### config.mk
export PLATFORM = sky130hd
export DESIGN_NAME = demux_1_to_n_reg
export DESIGN_NICKNAME = d
export VERILOG_FILES = /design/src/rtl/demux_1_to_n_reg.sv
export SDC_FILE = /design/constraint.sdc
export NUM_CORES = 1
export LEC_CHECK = 0
export BUFFER_PORTS_ARGS = -buffer_cell sky130_fd_sc_hd__buf_4
export CORE_ASPECT_RATIO = 1.2
export CORE_MARGIN = 2
export CORE_UTILIZATION = 54
export CTS_BUF_LIST = sky130_fd_sc_hd__clkbuf_16
export CTS_CLUSTER_DIAMETER = 120
export CTS_CLUSTER_SIZE = 40
export DETAILED_ROUTE_END_ITERATION = 16
export GPL_TIMING_DRIVEN = 1
export PLACE_DENSITY_LB_ADDON = 0.05
export SETUP_SLACK_MARGIN = 0.3
export SYNTH_ARGS = -nofsm -noshare
export SYNTH_HDL_FRONTEND = slang
export SYNTH_SLANG_ARGS = --single-unit
### constraint.sdc
create_clock -name clk -period 4.6 [get_ports clk]
set_input_delay 0.23 -clock clk [delete_from_list [all_inputs] [get_ports clk]]
set_output_delay 0.23 -clock clk [all_outputs]
set_load 0.01 [all_outputs]
### src/rtl/demux_1_to_n_reg.sv
// demux_1_to_n_reg: registered 1-to-N valid/ready demultiplexer with a one-entry output buffer per channel
// Ports: clk, rst_n (async, active-low); in_data/in_sel/in_valid/in_ready input handshake;
// out_data (channel k at [k*DATA_W +: DATA_W]), out_valid/out_ready per-channel handshake;
// sel_err one-cycle pulse for a dropped out-of-range select; xfer_cnt words delivered (wraps).
// Optional: define DEMUX_BCAST_EN to add in_bcast, which loads in_data into every channel at once.
module demux_1_to_n_reg #(
  parameter int DATA_W = 8,
  parameter int N_OUT  = 4,
  parameter int SEL_W  = 2,
  parameter int CNT_W  = 16
) (
  input  logic                    clk,
  input  logic                    rst_n,
  input  logic [DATA_W-1:0]       in_data,
  input  logic [SEL_W-1:0]        in_sel,
  input  logic                    in_valid,
`ifdef DEMUX_BCAST_EN
  input  logic                    in_bcast,
`endif
  output logic                    in_ready,
  output logic [N_OUT*DATA_W-1:0] out_data,
  output logic [N_OUT-1:0]        out_valid,
  input  logic [N_OUT-1:0]        out_ready,
  output logic                    sel_err,
  output logic [CNT_W-1:0]        xfer_cnt
);
  localparam logic [CNT_W-1:0] N_CNT = CNT_W'(N_OUT);
  logic [N_OUT-1:0] sel_hot, drain, free, load;
  logic bcast, sel_ok, accept;
`ifdef DEMUX_BCAST_EN
  assign bcast = in_bcast;
`else
  assign bcast = 1'b0;
`endif
  // sel_hot is all-zero for an out-of-range select, which doubles as the range check
  always_comb begin
    for (int k = 0; k < N_OUT; k++) sel_hot[k] = in_sel == SEL_W'(k);
  end
  assign drain    = out_valid & out_ready;
  // a channel can take a word if empty or draining this cycle (no bubble on back-to-back loads)
  assign free     = ~out_valid | drain;
  assign sel_ok   = |sel_hot;
  assign in_ready = bcast ? &free : (~sel_ok | (|(sel_hot & free)));
  assign accept   = in_valid & in_ready;
  assign load     = accept ? (bcast ? '1 : sel_hot) : '0;
  always_ff @(posedge clk or negedge rst_n) begin
    if (!rst_n) begin
      out_valid <= '0;
      out_data  <= '0;
      sel_err   <= 1'b0;
      xfer_cnt  <= '0;
    end else begin
      out_valid <= load | (out_valid & ~drain);
      sel_err   <= accept & ~bcast & ~sel_ok;
      if (accept & (bcast | sel_ok)) xfer_cnt <= xfer_cnt + (bcast ? N_CNT : CNT_W'(1));
      for (int k = 0; k < N_OUT; k++)
        if (load[k]) out_data[k*DATA_W +: DATA_W] <= in_data;
    end
  end
endmodule

---- Word-level counts from Yosys, hierarchy flattened ----
Cells that the tools add are included.
cells by class
  add/subtract/negate cells ............... 1
  equality and inequality tests ........... 3
  bitwise logic cells ..................... 12
  multiplexer cells ....................... 1
  reduce and logical (&&, ||, !) cells .... 3
operators with widths
  cell                                                 number
  adder 16 x 1 -> 16 bit, second input constant        1
  AND 4 bit                                            3
  NOT 4 bit                                            2
  OR 4 bit                                             2
  OR reduction 4 bit                                   2
  equality test 2 bit, second input constant           2
  2-to-1 mux 4 bit                                     1
  AND 1 bit                                            3
  equality test 2 x 1 -> 1 bit, second input constant  1
  logical NOT 2 bit                                    1
  NOT 1 bit                                            1
  OR 1 bit                                             1
word-level totals
  input bits .............................. 17
  bits in registers ....................... 53
  output and inout port bits .............. 54
  word-level logic and storage cells ...... 27

---- Depth between registers and ports, before layout ----
Gate-level depths: netlist of the first run.
  depth after elaboration ................. 8
  depth in mapped cells ................... 5
  mapped depth without buffers ............ 5

---- Worst setup path before layout of the first run ----
Ideal clock, no wire load.
  path type ............................... flip-flop to flip-flop
  start point ............................. reg out_valid[3]
  end point ............................... reg xfer_cnt[1]
  path buffers ............................ 0
  data arrival time ....................... 1.434 ns
  cell stages (with the launch flop) ...... 5
  library setup time ...................... 0.128 ns
  period minus slack after synthesis ...... 1.561 ns
  slack ................................... 3.039 ns
  cell sequence ........................... dfrtp_1 -> nand2b_1 -> mux4_2 -> nand2_1 -> mux2_1
on the way
  longest elaborated chain between the ends .. 7
  elaborated cells between the ends (all ways) .. 8
  classes of those cells .................. bitwise: 7; reduce/logical: 1
ends and longest elaborated chain
  element                                        line    text
  start: declaration                             22      output logic [N_OUT-1:0] out_valid,
  start signal: assignment                       53      out_valid <= load | (out_valid & ~drain);
  AND 4 bit / NOT 4 bit (equally long branches)  39, 41
  OR 4 bit (*)                                   41      assign free = ~out_valid | drain;
  AND 4 bit (*)                                  43      assign in_ready = bcast ? &free : (~sel_ok | (|(sel_hot & free)));
  OR reduction 4 bit (*)                         43
  OR 1 bit (*)                                   43
  AND 1 bit (*)                                  44      assign accept = in_valid & in_ready;
  AND 1 bit (*)                                  55      if (accept & (bcast | sel_ok)) xfer_cnt <= xfer_cnt + (bcast ? N_CNT : CNT_W'(1));
  end signal: assignment                         55
  end: declaration                               25      output logic [CNT_W-1:0] xfer_cnt
Every way passes the cells marked *; elsewhere a longest branch is shown, timed or not.
A chain may end at the register's enable or synchronous reset.

---- Worst setup path in the final report of the first run ----
  start point ............................. reg out_valid[2]
  end point ............................... out in_ready
on the way
  longest elaborated chain between the ends .. 5
  elaborated cells between the ends (all ways) .. 6
  classes of those cells .................. bitwise: 5; reduce/logical: 1
ends and longest elaborated chain
  element                                        line    text
  AND 4 bit / NOT 4 bit (equally long branches)  39, 41
  OR 4 bit (*)                                   41
  AND 4 bit (*)                                  43
  OR reduction 4 bit (*)                         43
  OR 1 bit (*)                                   43
  end: declaration                               20      output logic in_ready,
Marks and branches as above.

==> impl_metrics.tcl, run 1 <==
set metrics [dict create \
    synth.largest_area_cell "dfrtp_1" \
    die_h_um 74.23 \
    numCtsBuffers 5 \
    synth.avg_cell_area_um2 14.32 \
    hold_viol 0 \
    synth_top_cell_area_share_pct 59.75 \
    fin_cells 282 \
    status "complete, no violations" \
    path_clk_slew_ns 0.06 \
    fin_crit_ns 1.863 \
    synth_ff_type "dfrtp_1" \
    area_delta_synth_final_pct 31.51 \
    io_pins 71 \
    irDropWorstVdd_v 0.0003194 \
    antenna_found_initial 0 \
    synth_commonest_cells "dfrtp_1, mux2_2, xnor2_1, nand2_1, nand3_2" \
    power.density_nw_per_um2 456.6 \
    setup-tns-final_ns 0 \
    drt-initial-drc-count 75 \
    crit_path_max_incr_delay_ns 0.68 \
    postSynthCellCount 155 \
    post_drt_wl_per_cell_um 16.60 \
    cp_max_fo 16 \
    ys_warn_count 0 \
    viasPerCell 5.213 \
    gp_congestion 0.7633 \
    critPathBufInv 1 \
    setup_viol 0 \
    grt_max_degree 54 \
    fin_util_pct 74.06 \
    synth_area_leaders "dfrtp_1, mux2_2, xnor2_1, nand3_2, nand4_1" \
    drive_above_1_share_pct 52.19 \
    fin_nets 246 \
    die_w_um 62.53 \
    core_um2 3941 \
    path_delay_family "multiplexers" \
    cp_slowest_cell "mux4_2" \
    place_inst 274 \
    fill_cells 310 \
    ys_seq_area_share_pct 59.75 \
    cts_max_level 2 \
    fp-row-count 25 \
    drv_slew 0 \
    dpl.hpwl_mm 3.299 \
    route.vias.total 1470 \
    diodes 0 \
    critPathLaunchType "flop" \
    syn_area_um2 2220 \
    slew_headroom_pct 40.04 \
    max_clock_freq_mhz 536.7 \
    cts_sinks 53 \
    drtAntennaViolNets 0 \
    drc 0 \
    cts_buffer_depth 2 \
    wirelength_mm 4.681 \
    hold_class "primary input to flop" \
    cp.arrival_ns 1.63 \
    synth.ff_latch_count 53 \
    start_util_pct 56.32 \
    power.leakage_nw 1.376 \
    tritoncts "built" \
    fin_crit_sh_pct 40.51 \
    path_cells "nand2b_1 -> mux4_2 -> buf_4" \
    synth-edff-count 0 \
    yosysMostFrequentCell "dfrtp_1" \
    cp-end-kind "primary output" \
    synthArstFlopShare_pct 100.0 \
    grt_pass1_vias 1552 \
    max_slew.worst_pin.slew_ns 0.8976 \
    finClkSkew_ns 0.002627 \
    required_ns 4.37 \
    postCtsSetupBuffers 0 \
    grt_first_pass_wirelength_mm 7.776 \
    die-area_um2 4641 \
    cap_violations 0 \
    overflow 0 \
    root_buffer "clkbuf_16" \
    drt_first_pass_iters 4 \
    syn-num-nets 173 \
    clk_latency_ns 0.29 \
    grtUsageTotal_pct 22.00 \
    worst-setup-path-type "flop to primary output" \
    rsz0062_at_grt "no" \
    multi_input_area_um2 845.8 \
    regArea_um2 1326 \
    synth_cell_types 26 \
    portBuffers 70 \
]
==> final timing paths <==
| check | from | end | slack, ns | depth (start not counted) |
|---|---|---|---|---|
| min reg2reg | xfer_cnt[15] | xfer_cnt[15] | 0.48 | 1 |
| min | in_data[7] | out_data[7] | 0.20 | 2 |
| max reg2reg | out_valid[3] | out_data[24] | 2.85 | 3 |
| max | out_valid[2] | in_ready | 2.74 | 3 |
| min in group asynchronous | rst_n | sel_err | 0.53 | 2 |
| max in group asynchronous | rst_n | out_data[24] | 3.64 | 2 |
==> final cells by class <==
cell class,count,share of cell area [%]
multi-input cells,95,28.98
clock inverters,2,0.3858
well taps,54,2.315
inverters,2,0.2572
clock buffers,5,4.286
flip-flops and latches,53,45.43
repair buffers,71,18.35
==> power breakdown <==
| group | total (W) | switching, W | internal, W |
|---|---|---|---|
| registers | 0.000630 | 0.0000732 | 0.000557 |
| clock network | 0.000349 | 0.000153 | 0.000197 |
| logic | 0.000353 | 0.000151 | 0.000202 |
| total | 0.00133 | 0.000377 | 0.000956 |
==> through the flow <==
stage | instance area, um^2 | hold WS [ns] | setup slack, ns | power [W]
after detailed placement | 2773 | 0.2988 | 2.762 | 0.0009937
after global routing | 2919 | 0.1950 | 2.660 | 0.001402
after floorplan | 2220 | -0.06559 | 3.039 | 0.0007955
after global placement | 2773 | 0.2807 | 2.820 | 0.0009763
final | 2919 | 0.1966 | 2.737 | 0.001333
after CTS | 2919 | 0.1933 | 2.734 | 0.001347
==> layout by cell type (no fill, tap or decap), types with 3 or more instances in the layout <==
cell type	Yosys	routed
nand2b_1	4	4
buf_4	1	70
mux2_2	32	32
nand2_1	8	8
clkbuf_16	0	5
and3_1	5	5
nand4_1	6	6
nand3_2	7	7
xnor2_1	15	15
dfrtp_1	53	53
nand3_1	3	3
==> sequential cells by signal, summed over array words and instances (netlist names) <==
name	flops
out_data	32
out_valid	4
xfer_cnt	16
sel_err	1
==> cells by family after synthesis <==
family                   synth area share (%)
multiplexers                            17.76
AND/OR/NAND/NOR                         13.47
adder cells (fa/ha/maj)                0.5636
flip-flops                              59.75
other                                  0.1689
AO/OA/AOI/OAI                          0.2253
XOR/XNOR                                5.919
buffers and inverters                   2.142
==> metal layers <==
layer  vias up  GRT usage (%)  wire length (um)
met4         0          7.160                60
met1       740          23.91              1777
li1        686              -                 -
met3         5          5.900               236
met5         -              0                 0
met2        39          42.17              2607
==> what timing repair did <==
action	in CTS	in global routing
resized for setup	0	0
endpoints found under the setup margin	0	0
hold buffers	1	0
hold endpoints to repair	28	0
Note: power is estimated with default switching activity, not from simulation.
==> run 2, diff against run 1 <==
--- a/config.mk
+++ b/config.mk
@@ -5,10 +5,11 @@
 export SDC_FILE = /design/constraint.sdc
 export NUM_CORES = 1
 export LEC_CHECK = 0
+export ABC_AREA = 1
 export BUFFER_PORTS_ARGS = -buffer_cell sky130_fd_sc_hd__buf_4
 export CORE_ASPECT_RATIO = 1.2
 export CORE_MARGIN = 2
-export CORE_UTILIZATION = 54
+export CORE_UTILIZATION = 47
 export CTS_BUF_LIST = sky130_fd_sc_hd__clkbuf_16
 export CTS_CLUSTER_DIAMETER = 120
 export CTS_CLUSTER_SIZE = 40
==> constraint.sdc (replaced) <==
create_clock -name clk -period 1.7 [get_ports clk]
set_input_delay 0.085 -clock clk [delete_from_list [all_inputs] [get_ports clk]]
set_output_delay 0.085 -clock clk [all_outputs]
set_load 0.01 [all_outputs]
==> run 2 against run 1 <==
Synthesized cell count grew 100%. Non-clock buffer count rose by 25. Total power increased to 3.0 times the previous value. Largest cell class unchanged.
==> impl_metrics.tcl, run 2 <==
set metrics [dict create \
    status "complete, no violations" \
    rsz0062_at_grt "yes" \
    numCtsBuffers 5 \
    cp_max_fo 7 \
    die_w_um 71.06 \
    synth.ff_latch_count 53 \
    io_pins 71 \
    path_cells "nand2_2 -> nand2_2 -> nand2_2 -> inv_2 -> nand2_4 -> buf_8 -> buf_4" \
    gp_congestion 0.8405 \
    worst_slack_ns 0.3352 \
    ys_warn_count 0 \
    overflow 0 \
    max_slew.worst_pin.slew_ns 0.6488 \
    largest_reg_flops 32 \
    cpMostUsedCell "nand2_2" \
    synth_commonest_cells "nand2_1, dfrtp_1, nand4_1, inv_1, nor2_1" \
    cts_buffer_depth 2 \
    grt_first_pass_wirelength_mm 10.46 \
    setup-tns-final_ns 0 \
    viasPerCell 5.140 \
    syn_area_um2 2536 \
    setup_viol 0 \
    dpl.hpwl_mm 4.453 \
    cts_max_level 2 \
    power.density_nw_per_um2 1123 \
    fin_nets 426 \
    hold_class "primary input to flop" \
    finalPower_w 0.004014 \
    ys_seq_area_share_pct 52.29 \
    synth_cell_types 20 \
    synth_top_cell_area_share_pct 52.29 \
    drv_slew 0 \
    die-area_um2 6002 \
    path_clk_slew_ns 0.07 \
    worst-setup-path-type "flop to primary output" \
    route.vias.total 2421 \
    die_h_um 84.47 \
    root_buffer "clkbuf_16" \
    synth_ff_type "dfrtp_1" \
    required_ns 1.62 \
    clk_latency_ns 0.29 \
    synth_area_leaders "dfrtp_1, nand2_1, nand4_1, inv_1, xnor2_1" \
    portBuffers 70 \
    tritoncts "built" \
    cp-end-kind "primary output" \
    power.leakage_nw 1.850 \
    slew_headroom_pct 56.75 \
    critPathLaunchType "flop" \
    post_drt_wl_per_cell_um 14.30 \
    max_clock_freq_mhz 732.7 \
    cp_slowest_cell "dfrtp_1" \
    finClkSkew_ns 0.007498 \
    wirelength_mm 6.735 \
    grt_pass1_vias 2172 \
    diodes 0 \
    area_delta_synth_final_pct 40.95 \
    place_inst 443 \
    drt-initial-drc-count 213 \
    grtUsageTotal_pct 22.19 \
    hp-start "out_ready[2]" \
    irDropWorstVdd_v 0.0007893 \
    rr_endpoint "out_data[17]" \
    worstHoldPathCells 4 \
    drc 0 \
    grt_max_degree 54 \
    start_util_pct 48.20 \
    synthArstFlopShare_pct 100.0 \
    drive_above_1_share_pct 33.74 \
    ff2ff_path_depth 9 \
    drtAntennaViolNets 0 \
    top_regs "out_data x32, xfer_cnt x16, out_valid x4" \
    layout_commonest_cell "nand2_1" \
    mostFrequentLayoutCells "nand2_1, buf_4, dfrtp_1, nand4_1, inv_1" \
    top_register "out_data" \
    fin_crit_sh_pct 80.28 \
    yosysMostFrequentCell "nand2_1" \
    fin_util_pct 67.94 \
    cts_sinks 53 \
    hold_viol 0 \
    fp-row-count 29 \
    hold_end "out_valid[2]" \
    core_um2 5261 \
    reg2reg_slack_ns 0.36 \
    antenna_found_initial 0 \
    fin_cells 471 \
    place_ws_ns 0.1806 \
    cp.arrival_ns 1.28 \
    reg2reg_from "out_valid[2]" \
    synth-edff-count 0 \
    crit_path_max_incr_delay_ns 0.39 \
    drt_first_pass_iters 4 \
    postSynthCellCount 314 \
    synth.avg_cell_area_um2 8.077 \
    cap_violations 0 \
    syn-num-nets 332 \
    fin_crit_ns 1.365 \
    synth.largest_area_cell "dfrtp_1" \
]
run 2: layout make-up:
type	count	area (um^2)
Clock inverter	3	41.29
Tap cell	62	77.57
Sequential cell	53	1334
Multi-Input combinational cell	232	1179
Clock buffer	5	125.1
Fill cell	462	1687
Inverter	20	80.08
Timing Repair Buffer	96	738.2
run 2: worst max-delay path by stage:
stage                     cells after the start         start  slack [ns]      endpoint
final                                         7  out_valid[2]        0.34      in_ready
after floorplan                               8   xfer_cnt[1]        0.32  xfer_cnt[14]
after CTS                                     9  out_valid[3]        0.29  out_data[26]
after global routing                          7   xfer_cnt[5]        0.27  xfer_cnt[15]
after global placement                        8   xfer_cnt[1]        0.19  xfer_cnt[14]
after detailed placement                      8   xfer_cnt[1]        0.18  xfer_cnt[14]
run 2: where the power goes:
part / internal [W] / switching, W / leakage, nW / total [W]
logic: 0.000606 / 0.000578 / 1.10 / 0.00118
registers: 0.00150 / 0.000195 / 0.673 / 0.00169
clock network: 0.000690 / 0.000450 / 0.0775 / 0.00114
total: 0.00279 / 0.00122 / 1.85 / 0.00401
run 2: timing repair:
item                                    in CTS  in global routing
endpoints found under the setup margin      14                 48
cloned                                       0                  1
endpoints found under the hold margin       53                  0
pin swaps                                    2                  7
hold buffers                                 1                  0
resized for setup                            5                 31
buffers inserted                             8                 10
run 2: metal layers:
layer,global-route usage [%],vias up,part of all wire [%]
met2,37.04,88,51
met4,7.890,0,1.8
met3,4.082,10,5.4
met1,28.87,1120,41
met5,0,-,0
li1,-,1203,-
run 2: logic make-up (layout without fill, tap and decap cells):
logic type / count (synthesis) / count (layout) / synth area share (%)
AO/OA/AOI/OAI: 3 / 3 / 0.5918
XOR/XNOR: 7 / 7 / 2.417
adder cells (fa/ha/maj): 1 / 1 / 0.4933
buffers and inverters: 30 / 124 / 5.377
flip-flops: 53 / 53 / 52.29
other: 1 / 1 / 0.1479
AND/OR/NAND/NOR: 219 / 220 / 38.68
run 2: through the flow:
step	hold WS (ns)	instance area, um^2
6_report	0.05689	3575
2_1_floorplan	-0.2106	2537
5_1_grt	0.08178	3575
4_1_cts	0.05146	3386
3_5_place_dp	0.1583	3132
3_3_place_gp	0.1589	3132
run 2: critical path: cells and delay by family, from the launching register on:
family                 cells  cell delay (ns)
flip-flops                 1             0.39
AND/OR/NAND/NOR            4             0.33
buffers and inverters      3             0.27
==> run 3, diff against run 2 <==
--- a/config.mk
+++ b/config.mk
@@ -5,11 +5,11 @@
 export SDC_FILE = /design/constraint.sdc
 export NUM_CORES = 1
 export LEC_CHECK = 0
-export ABC_AREA = 1
+export ABC_AREA = 0
 export BUFFER_PORTS_ARGS = -buffer_cell sky130_fd_sc_hd__buf_4
 export CORE_ASPECT_RATIO = 1.2
 export CORE_MARGIN = 2
-export CORE_UTILIZATION = 47
+export CORE_UTILIZATION = 45
 export CTS_BUF_LIST = sky130_fd_sc_hd__clkbuf_16
 export CTS_CLUSTER_DIAMETER = 120
 export CTS_CLUSTER_SIZE = 40
==> constraint.sdc (replaced) <==
create_clock -name clk -period 1.2 [get_ports clk]
set_input_delay 0.06 -clock clk [delete_from_list [all_inputs] [get_ports clk]]
set_output_delay 0.06 -clock clk [all_outputs]
set_load 0.01 [all_outputs]
==> run 3 against run 2 <==
The flow now finishes with violations (setup timing). Sequential power rose by 43%. Sequential share of layout area fell by 3.8 points. Utilization increased by 14 points. Total power rose by 54%. Combinational power up 100%. Critical path depth fell by 3. Routed wire length down 12%. Hold slack got worse by 0.028 ns. Largest power group unchanged. Critical path type unchanged. Global-route usage is 0.43 points lower. Setup slack worse by 0.71 ns.
==> impl_metrics.tcl, run 3 (synthesis results as in run 1) <==
set metrics [dict create \
    irDropWorstVdd_v 0.001221 \
    setup_viol 51 \
    hold_class "primary input to flop" \
    final_cell_area_um2 3958 \
    route.vias.total 1731 \
    wirelength_mm 5.900 \
    start_util_pct 45.91 \
    fp-row-count 28 \
    post_drt_wl_per_cell_um 17.25 \
    power_frac_clock_pct 22.2 \
    hold_viol 0 \
    die_w_um 68.11 \
    crit_path_max_incr_delay_ns 0.52 \
    mostFrequentLayoutCells "buf_6, buf_4, dfrtp_1, mux2_4, xnor2_2" \
    clk_latency_ns 0.29 \
    fin_nets 299 \
    fill_cells 261 \
    antenna_found_initial 0 \
    io_pins 71 \
    cp_slowest_cell "mux4_2" \
    drc 0 \
    grt_max_degree 54 \
    placed_cell_area_um2 3153 \
    diodes 0 \
    status "complete, but fails checks" \
    die-area_um2 5512 \
    cp.arrival_ns 1.52 \
    hold_end "out_data[16]" \
    cap_violations 0 \
    drt-initial-drc-count 53 \
    grt_pass1_vias 1834 \
    drt_first_pass_iters 4 \
    setup-tns-final_ns -12.60 \
    drtAntennaViolNets 0 \
    die_h_um 80.94 \
    hp-start "in_data[0]" \
    drive_above_1_share_pct 67.73 \
    path_clk_slew_ns 0.07 \
    cts_max_level 2 \
    largest_reg_flops 32 \
    fin_crit_sh_pct 131.4 \
    hold_slack_ns 0.02889 \
    power.density_nw_per_um2 1560 \
    ff2ff_path_depth 6 \
    combinationalPowerShare_pct 38.6 \
    p_seq_share_pct 39.3 \
    cp_max_fo 3 \
    gp_congestion 0.7396 \
    reg2reg_slack_ns -0.36 \
    layout_commonest_cell "buf_6" \
    cts_sinks 53 \
    path_delay_family "multiplexers" \
    rr_endpoint "xfer_cnt[10]" \
    worst-setup-path-type "flop to primary output" \
    tritoncts "built" \
    numCtsBuffers 5 \
    switchingPower_w 0.001749 \
    grtUsageTotal_pct 21.76 \
    reg2reg_from "out_valid[0]" \
    top_regs "out_data x32, xfer_cnt x16, out_valid x4" \
    core_um2 4835 \
    critPathBufInv 2 \
    violations "setup timing" \
    overflow 0 \
    grt_first_pass_wirelength_mm 9.004 \
    drv_slew 0 \
    worstHoldPathCells 2 \
    worst_slack_ns -0.3766 \
    p_int_w 0.004425 \
    portBuffers 70 \
    dpl.hpwl_mm 3.800 \
    max_clock_freq_mhz 634.3 \
    rsz0062_at_grt "yes" \
    critPathLaunchType "flop" \
    fin_crit_ns 1.577 \
    p_sw_share_pct 28.33 \
    cp-end-kind "primary output" \
    fin_cells 342 \
    top_register "out_data" \
    area_delta_synth_final_pct 78.30 \
    finClkSkew_ns 0.009306 \
    cts_buffer_depth 2 \
    place_inst 309 \
    required_ns 1.14 \
    path_cells "nand2b_1 -> mux4_2 -> buf_12 -> buf_6" \
    power.leakage_nw 1.957 \
    root_buffer "clkbuf_16" \
    viasPerCell 5.061 \
]
-- run 3: changes by cell type in the layout (fill, tap and decap cells not counted), moves of 8 or more --
cell     change
nand2_1    -138
nor2_2       -8
xnor2_2     +10
buf_4       -36
nand4_1     -33
mux2_4      +33
inv_1       -12
buf_6       +56
-- run 3: worst max path at each step --
| stage | slack (ns) | endpoint | depth (start not counted) | from |
|---|---|---|---|---|
| after floorplan | -0.32 | xfer_cnt[1] | 4 | out_valid[3] |
| after global placement | -0.21 | xfer_cnt[15] | 5 | out_valid[3] |
| after detailed placement | -0.27 | xfer_cnt[12] | 5 | out_valid[2] |
| after CTS | -0.37 | in_ready | 4 | out_valid[0] |
| after global routing | -0.43 | xfer_cnt[9] | 6 | out_valid[1] |
| final | -0.38 | in_ready | 4 | out_valid[0] |
-- run 3: cell type report --
class | count | area (um^2) | area share [%]
sequential | 53 | 1326 | 33.51
clock inverter | 3 | 15.01 | 0.3794
multi-input combinational | 95 | 1137 | 28.74
tap | 60 | 75.07 | 1.897
clock buffer | 5 | 125.1 | 3.162
inverter | 2 | 10.01 | 0.2529
timing repair buffer | 124 | 1269 | 32.06
-- run 3: per-layer routing --
metal | global-route usage (%) | vias up | part of all wire [%]
met1 | 26.87 | 890 | 39
met3 | 4.848 | 4 | 4.1
met5 | 0 | - | 0
met4 | 5.200 | 0 | 0.53
li1 | - | 793 | -
met2 | 38.25 | 44 | 56
-- run 3: repair_timing --
action                     CTS  global route
buffers inserted            14             8
hold endpoints to repair    53             0
resized for setup           56            44
setup endpoints to repair   67           144
gates cloned                 1             1
pin swaps                   11             7
hold buffers                 1             0
-- run 3: power by group through the flow --
stage	combinational, W	sequential (W)	clock (W)
5_1_grt	0.00254	0.00246	0.00149
6_report	0.00238	0.00242	0.00137
3_5_place_dp	0.00184	0.00239	0
4_1_cts	0.00213	0.00239	0.00140
2_1_floorplan	0.000617	0.00257	0
3_3_place_gp	0.00179	0.00237	0
-- run 3: worst register-to-register path, stage by stage, from the launching register on --
cell and delay, ns:
dfrtp_1 0.35, nand2b_1 0.09, mux4_2 0.52, buf_12 0.16
clkbuf_16 0.17, nand4_4 0.08, xnor2_2 0.11
-- run 3: metrics by stage --
step / utilization (%) / setup WS, ns / power [W]
2_1_floorplan: - / -0.3205 / 0.003191
3_3_place_gp: 65.22 / -0.2147 / 0.004160
3_5_place_dp: 65.22 / -0.2686 / 0.004226
4_1_cts: 75.93 / -0.3665 / 0.005916
5_1_grt: 81.86 / -0.4303 / 0.006490
6_report: 81.86 / -0.3766 / 0.006175
